==> src/rtl/mant_norm_ctrl_pkg.sv <==
// Shared types for the mantissa normalizer sequencer.
// FSM states and {S0,S1} shift-register mode codes.
package mant_norm_ctrl_pkg;

  typedef enum logic [1:0] {
    ST_IDLE = 2'd0,
    ST_NORM = 2'd1,
    ST_DONE = 2'd2
  } state_t;

  localparam logic [1:0] MODE_HOLD = 2'b00;
  localparam logic [1:0] MODE_SHL  = 2'b01;
  localparam logic [1:0] MODE_SHR  = 2'b10;
  localparam logic [1:0] MODE_LOAD = 2'b11;

endpackage

==> src/rtl/mant_norm_ctrl.sv <==
// Left-normalizes a mantissa held in an external univ_shift_reg.
// Ports: CK/RN, IN_* upstream handshake, S0/S1/SLI/SRI/D to the
// shift register, Q from it, OUT_* downstream handshake + result.
module mant_norm_ctrl
  import mant_norm_ctrl_pkg::*;
#(
  parameter int C_NUM_BITS = 24,
  parameter int C_EXP_BITS = 8,
  parameter int C_CNT_BITS = 5
) (
  input  logic                  CK,
  input  logic                  RN,
  input  logic                  IN_VALID,
  output logic                  IN_READY,
  input  logic [C_NUM_BITS-1:0] IN_MANT,
  input  logic [C_EXP_BITS-1:0] IN_EXP,
  output logic                  S0,
  output logic                  S1,
  output logic                  SLI,
  output logic                  SRI,
  output logic [C_NUM_BITS-1:0] D,
  input  logic [C_NUM_BITS-1:0] Q,
  output logic                  OUT_VALID,
  input  logic                  OUT_READY,
  output logic [C_EXP_BITS-1:0] OUT_EXP,
  output logic [C_CNT_BITS-1:0] OUT_SHAMT,
  output logic                  OUT_ZERO
);

  localparam logic [C_EXP_BITS-1:0] EXP_ONE = 1;
  localparam logic [C_CNT_BITS-1:0] CNT_ONE = 1;

  state_t                r_state;
  state_t                w_nxt;
  logic [C_EXP_BITS-1:0] r_exp;
  logic [C_CNT_BITS-1:0] r_cnt;
  logic                  r_zero;
  logic [1:0]            w_mode;
  logic                  w_ready;
  logic                  w_accept;
  logic                  w_shift;
  logic                  w_zhit;

  // Gated by RN so the shift register sees HOLD during reset.
  assign w_ready  = RN && (r_state == ST_IDLE);
  assign w_accept = IN_VALID && w_ready;

  always_comb begin
    w_nxt   = r_state;
    w_mode  = MODE_HOLD;
    w_shift = 1'b0;
    w_zhit  = 1'b0;
    case (r_state)
      ST_IDLE: begin
        if (w_accept) begin
          w_mode = MODE_LOAD;
          w_nxt  = ST_NORM;
        end
      end
      ST_NORM: begin
        if (Q == '0) begin
          w_zhit = 1'b1;
          w_nxt  = ST_DONE;
        end else if (Q[C_NUM_BITS-1]) begin
          w_nxt = ST_DONE;
        end else if (r_exp == '0) begin
          w_nxt = ST_DONE;
        end else begin
          w_mode  = MODE_SHL;
          w_shift = 1'b1;
        end
      end
      ST_DONE: begin
        if (OUT_READY) w_nxt = ST_IDLE;
      end
      default: w_nxt = ST_IDLE;
    endcase
  end

  always_ff @(posedge CK or negedge RN) begin
    if (!RN) begin
      r_state <= ST_IDLE;
      r_exp   <= '0;
      r_cnt   <= '0;
      r_zero  <= 1'b0;
    end else begin
      r_state <= w_nxt;
      if (w_accept) begin
        r_exp  <= IN_EXP;
        r_cnt  <= '0;
        r_zero <= 1'b0;
      end else if (w_shift) begin
        r_exp <= r_exp - EXP_ONE;
        r_cnt <= r_cnt + CNT_ONE;
      end else if (w_zhit) begin
        r_zero <= 1'b1;
        r_cnt  <= '0;
      end
    end
  end

  assign IN_READY  = w_ready;
  assign S0        = w_mode[1];
  assign S1        = w_mode[0];
  assign SLI       = 1'b0;
  assign SRI       = 1'b0;
  assign D         = IN_MANT;
  assign OUT_VALID = (r_state == ST_DONE);
  assign OUT_EXP   = r_exp;
  assign OUT_SHAMT = r_cnt;
  assign OUT_ZERO  = r_zero;

endmodule

==> config.mk <==
export PLATFORM = sky130hd
export DESIGN_NAME = mant_norm_ctrl
export DESIGN_NICKNAME = d
export VERILOG_FILES = /design/src/rtl/mant_norm_ctrl_pkg.sv /design/src/rtl/mant_norm_ctrl.sv
export SDC_FILE = /design/constraint.sdc
export NUM_CORES = 1
export LEC_CHECK = 0
export ABC_AREA = 1
export CORE_ASPECT_RATIO = 0.7
export CORE_UTILIZATION = 30
export CTS_BUF_LIST = sky130_fd_sc_hd__clkbuf_4 sky130_fd_sc_hd__clkbuf_8
export DETAILED_ROUTE_END_ITERATION = 8
export GPL_TIMING_DRIVEN = 0
export PLACE_DENSITY = 0.88
export SLEW_MARGIN = 20
export SYNTH_ARGS = -nofsm -noshare
export SYNTH_HDL_FRONTEND = slang
export SYNTH_SLANG_ARGS = --single-unit
==> constraint.sdc <==
create_clock -name CK -period 1.4 [get_ports CK]
set_input_delay 0.14 -clock CK [delete_from_list [all_inputs] [get_ports CK]]
set_output_delay 0.14 -clock CK [all_outputs]
set_load 0.01 [all_outputs]
After elaboration in Yosys (flattened, before gate mapping)
Cells that the tools add are included.
{"block": "word_totals", "register_bits": 16, "inputBits": 60, "out_inout_bits": 44, "elab_cells": 47}
{"block": "op_classes", "add_sub_neg": 2, "n_eq_ne": 6, "mux": 25, "reduce_logical": 10}
{"op": "zero test 24 bit", "count": 1}
{"op": "2-to-1 mux 8 bit", "count": 2}
{"op": "2-to-1 mux 5 bit", "count": 3}
{"op": "2-to-1 mux 1 bit", "count": 12}
{"op": "2-to-1 mux 2 bit", "count": 6}
{"op": "zero test 8 bit", "count": 1}
{"op": "subtractor 8 x 1 -> 8 bit, second input constant", "count": 1}
{"op": "case mux 2 bit (3 select lines)", "count": 1}
{"op": "adder 5 x 1 -> 5 bit, second input constant", "count": 1}
{"op": "!= test 2 bit, second input constant", "count": 2}
{"op": "!= test 4 bit, second input constant", "count": 1}
{"op": "case mux 2 bit (2 select lines)", "count": 1}
{"op": "nonzero test 2 bit", "count": 2}
{"op": "AND reduction 3 bit", "count": 1}
{"op": "nonzero test 3 bit", "count": 1}
{"op": "equality test 2 x 1 -> 1 bit, second input constant", "count": 1}
{"op": "equality test 2 bit, second input constant", "count": 1}
{"op": "logical AND 1 bit", "count": 2}
{"op": "zero test 2 bit", "count": 1}
{"op": "!= test 2 x 1 -> 1 bit, second input constant", "count": 1}
{"op": "AND reduction 2 bit", "count": 1}

Depth between registers and ports, before layout
{"block": "logic_depth", "depth_word": 7, "mapped_depth": 9, "ltp_nobuf": 9}

Worst setup path after synthesis
Ideal clock, no wire load.
{"block": "synth_timing", "kind": "reg-to-reg", "start": "reg r_exp[0] (netlist: OUT_EXP[0])", "end": "reg r_exp[1] (netlist: OUT_EXP[1])", "setup_ns": 0.122, "t_arrival_ns": 1.317, "required_ns": 1.278, "path_slack_ns": -0.039, "stages_incl_launch_ff": 10, "path_buffers": 0, "period_less_slack_ns": 1.439, "path_cell_list": "dfrtp_1 -> inv_1 -> ha_1 -> inv_1 -> nor3_1 -> a21oi_2 -> nand2_4 -> nand2_1 -> nand2_1 -> o21ai_1"}
{"block": "synth_via", "elab_chain_len": 6, "elab_cells_between_ends": 9, "classes_between": "1 x add/sub; 6 x mux; 2 x reduce/logical"}
{"item": "start: declaration", "line": "mant_norm_ctrl.sv:35", "source": "logic [C_EXP_BITS-1:0] r_exp;"}
{"item": "start signal: assignment", "line": "mant_norm_ctrl.sv:93", "source": "r_exp <= r_exp - EXP_ONE;"}
{"item": "parallel branches: the longest is 6 deep, another holds subtractor 8 x 1 -> 8 bit"}
Parallel ways; which one is timed is not known. The select of a mux whose other input is x is not followed.
A chain may end at the register's enable or synchronous reset.

Worst setup path in the final report
{"block": "layout_timing", "start": "reg r_exp[0] (netlist: OUT_EXP[0])", "end": "out S1"}
{"block": "layout_via", "elab_chain_len": 5}
{"item": "zero test 8 bit", "line": "mant_norm_ctrl.sv:66", "source": "end else if (r_exp == '0) begin"}
{"item": "2-to-1 mux 1 bit", "line": "mant_norm_ctrl.sv:66"}
{"item": "2-to-1 mux 1 bit", "line": "mant_norm_ctrl.sv:64", "source": "end else if (Q[C_NUM_BITS-1]) begin"}
{"item": "2-to-1 mux 1 bit", "line": "mant_norm_ctrl.sv:61", "source": "if (Q == '0) begin"}
{"item": "case mux 2 bit (2 select lines)", "line": "mant_norm_ctrl.sv:53", "source": "case (r_state)"}
{"item": "end: declaration", "line": "mant_norm_ctrl.sv:18", "source": "output logic S1,"}
Every way passes these cells.

==> results.txt <==
- After detailed routing, the number of remaining DRC violations is 0.
- Setup violations remaining at the end of the flow were counted as 17.
- First-pass GRT wire length: 5858 um
* Yosys warnings: 0
- Maximum frequency from static timing analysis: ~640 MHz
* Final wirelength: 4077 um
- Count of nets after finishing: 335
- Number of clock sinks: 16
- In this run the remaining antenna-violating nets after routing total 0.
* Areal power density over the cells: around 1300 nW/um^2
* Family of cells with the greatest summed delay on the critical path: flip-flops
- In this run, flip-flops and latches consume roughly a quarter of the power.
- Synthesis-to-layout area growth: 98.37%
* Share of async-settable or async-resettable flops after synthesis: 100.0%
- In the finished design, the share of the clock period the worst path needs comes to 111.6%.
* Overall track demand over capacity in global routing: 17.46%
- The final hold violation count is 0.
- The clock passes through at most 2 buffers.
- Total instance count after detailed placement: 298
* Initial drt markers: 33
- For this design, the slowest cell found on the critical path is sky130_fd_sc_hd__dfrtp_1.
* Io pins: 104
- Total Die Area: 4360 um^2
* Fraction of post-synthesis cell area in the top cell type by area: 32.59%
- The first detailed-routing pass ran for 4 iterations.
- The worst-case IR drop observed on VDD is around 0.0011 V.
- The tightest hold path in the finished design has a slack of ~0.45 ns.
- The number of clock buffers added by TritonCTS is 3.
* Int Power: 1.971 mW
* Type of origin of the critical path: register
* Result of the run: finished with violations
* Avg Synthesized Cell Area: 7.314 um^2
* Starting utilization of the core area: 31.32%
* Post-synthesis sequential area ratio: around 33%
* Post-Synthesis Cells: 168
* Antenna violations before repair: 0
- Unrepaired setup endpoints after global routing: yes
- Flop and latch count out of synthesis: 16
- Across the run, the number of max-cap violations was 0.
- CTS built an H-tree with a depth of 1.
- Clock Skews: about 0.0023 ns
* Post-layout minimum cycle time: 1.562 ns
- Detailed-placement wirelength estimate: ~2700 um
- Root buffer cell: sky130_fd_sc_hd__clkbuf_8
* Post-synth top flop: sky130_fd_sc_hd__dfrtp_1
* Number of enable flip-flop cells after synthesis: 0
- Routability congestion estimate: around 0.85
- Min-Delay Path Class: primary input to register
- Die height: 55.55 um
- Headroom to the max-slew limit: approximately 48%
- Clock-pin slew was measured on the worst setup and hold paths at 0.07 ns.
- Cell area after technology mapping: 1229 um^2
* Worst setup path category: register to primary output
- Sum of internal, switching and leakage power: between 3 and 4 mW
- The finished layout holds roughly 320 standard cells, fillers aside.
- Post-detailed-placement cell area: a little over 2000 um^2
- Yosys instantiated no cell more often than sky130_fd_sc_hd__nand2_1.
* Via density: 4.424
- The clock reaches the later pin of the worst-skew pair after around 0.25 ns.
- Entering global routing, the biggest net connects 17 pins.
- The analysis attributes to cell leakage a power of between 1 and 1.5 nW.
* Violations in the final reports: setup timing
- Cell types with the largest area share after synthesis: sky130_fd_sc_hd__dfrtp_1 (33%), sky130_fd_sc_hd__buf_4 (16%), sky130_fd_sc_hd__nand2_1 (12%)
- In this run the standard cell core region covers slightly below 4000 um^2.
- In this run the worst path has a maximum fanout of 3.
- Total net switching power: around 1.3 mW
* Crit path buffers/inverters: 3
* Antenna diode instance count: 0
- Gr ovfl total: 0
- Count of final max-slew check failures: 0
- Clock tree from TritonCTS: yes
- Fill cell total of the finished layout: approximately 330
- Via count: 1,429
- Total negative slack for setup checks: -1.600 ns
- The number of different library cells used by synthesis comes to 23.
- For the worst setup path, the data required time is ~1.3 ns.
- Of the total power, combinational logic draws roughly three fifths.
* Share of cells above drive strength 1: between 30% and 40%
* Die Span X: about 78 um
- For this run, the slowest stage of the critical path takes 0.41 ns.
- STA classifies the critical path endpoint as a primary output.
* Most common library cells after synthesis: sky130_fd_sc_hd__nand2_1 (39), sky130_fd_sc_hd__buf_4 (27), sky130_fd_sc_hd__nor2_1 (20), sky130_fd_sc_hd__nand3_1 (19), sky130_fd_sc_hd__dfrtp_1 (16)
* Number of standard-cell rows in the floorplan: 19
* Cell type with the largest total area after synthesis: sky130_fd_sc_hd__dfrtp_1
* Actual transition at the worst max-transition pin: slightly below 0.8 ns
* Cell breakdown of the critical path: inv_2 > ha_4 > inv_2 > nor3_4 > a21oi_2 > nand2_4 > nand2_4 > buf_6
- Worst path arrival time: 1.42 ns
- Min setup slack post-route: -0.1621 ns
* Vias in the first global route: 1,278
* Number of buffers inserted by port buffering: between 70 and 80
- The finished cells cover 2437 um^2.
- In the final routed layout, each cell accounts on average for approximately 13 um.
- The clock network burns around an eighth of the power.
- Net switching is between 30% and 40% of the power.
-- per-layer routing --
metal	up-vias	track usage, %	routed length, um
met2	79	28.95	1939
met5	-	0	0
met1	636	21.81	1663
met4	0	5.820	56
met3	8	4.959	417
li1	706	-	-
-- repair_timing --
item | CTS | global route
endpoints found under the setup margin | 23 | 23
hold buffers | 1 | 0
pin swaps | 7 | 6
setup buffers | 9 | 10
hold endpoints to repair | 16 | 0
cloned | 1 | 2
gates resized for setup | 40 | 23
-- per-stage QoR --
| step | setup slack, ns | util [%] |
|---|---|---|
| 5_1_grt | -0.2039 | 62.14 |
| 3_3_place_gp | -1.261 | 52.79 |
| 6_report | -0.1621 | 62.14 |
| 3_5_place_dp | -1.303 | 52.79 |
| 2_1_floorplan | 0.002052 | - |
| 4_1_cts | -0.1361 | 57.16 |
-- registers in the layout (all words and copies together), names as in the netlist --
name / count
OUT_SHAMT: 5
r_state: 2
OUT_ZERO: 1
OUT_EXP: 8
-- worst min-delay path, cell delays in order --
cell                              delay, ns
sky130_fd_sc_hd__clkdlybuf4s50_1       0.39
sky130_fd_sc_hd__nand2_1               0.06
sky130_fd_sc_hd__nand3_1               0.07
-- power groups by stage --
stage | Sequential (mW) | Combinational [mW] | Clock [mW]
2_1_floorplan | 0.847 | 0.759 | 0
3_3_place_gp | 0.806 | 1.44 | 0
3_5_place_dp | 0.811 | 1.47 | 0
4_1_cts | 0.811 | 1.69 | 0.423
5_1_grt | 0.851 | 2.17 | 0.439
6_report | 0.832 | 1.99 | 0.423
-- cell families (layout without fill, tap and decap cells) --
kind of cell / count (synthesis) / count (layout) / synth area share, %
AO/OA/AOI/OAI: 5 / 5 / 2.342
XOR/XNOR: 8 / 8 / 5.703
adder cells (fa/ha/maj): 3 / 3 / 3.055
buffers and inverters: 42 / 144 / 21.79
flip-flops: 16 / 16 / 32.59
other: 1 / 2 / 0.3052
AND/OR/NAND/NOR: 93 / 93 / 34.22
-- cell type report --
cell class,instances,area [um^2],area share [%]
buffer,28,221.5,9.086
clock buffer,4,55.05,2.259
inverter,13,58.81,2.413
multi-input combinational,111,640.6,26.28
sequential,16,404.1,16.58
tap,52,65.06,2.669
timing repair buffer,99,992.2,40.71
-- final timing paths --
kind	start	endpoint	slack [ns]	depth (start not counted)
setup / recovery	OUT_EXP[0]$_DFFE_PN0P_	S1	-0.16	8
hold / removal	IN_EXP[2]	OUT_EXP[2]$_DFFE_PN0P_	0.45	3
setup reg to reg	OUT_EXP[0]$_DFFE_PN0P_	OUT_EXP[6]$_DFFE_PN0P_	-0.12	10
hold reg to reg	OUT_ZERO$_DFFE_PN0P_	OUT_ZERO$_DFFE_PN0P_	0.53	2
max in group asynchronous	RN	OUT_EXP[6]$_DFFE_PN0P_	0.35	2
min in group asynchronous	RN	OUT_EXP[3]$_DFFE_PN0P_	0.52	2
-- cell usage in the layout (no fill, tap or decap), types with 3 or more instances in the layout --
cell type	n
sky130_fd_sc_hd__buf_6	8
sky130_fd_sc_hd__nand2_1	37
sky130_fd_sc_hd__inv_2	4
sky130_fd_sc_hd__nor2_2	3
sky130_fd_sc_hd__nand3_2	5
sky130_fd_sc_hd__nand3_1	14
sky130_fd_sc_hd__nor2_1	19
sky130_fd_sc_hd__dlygate4sd2_1	4
sky130_fd_sc_hd__dfrtp_2	3
sky130_fd_sc_hd__inv_1	7
sky130_fd_sc_hd__dfrtp_1	13
sky130_fd_sc_hd__xor2_1	6
sky130_fd_sc_hd__clkbuf_8	4
sky130_fd_sc_hd__buf_4	41
sky130_fd_sc_hd__nand4_1	6
sky130_fd_sc_hd__o21ai_1	3
sky130_fd_sc_hd__clkdlybuf4s50_1	66
(Power assumes the default switching activity.)
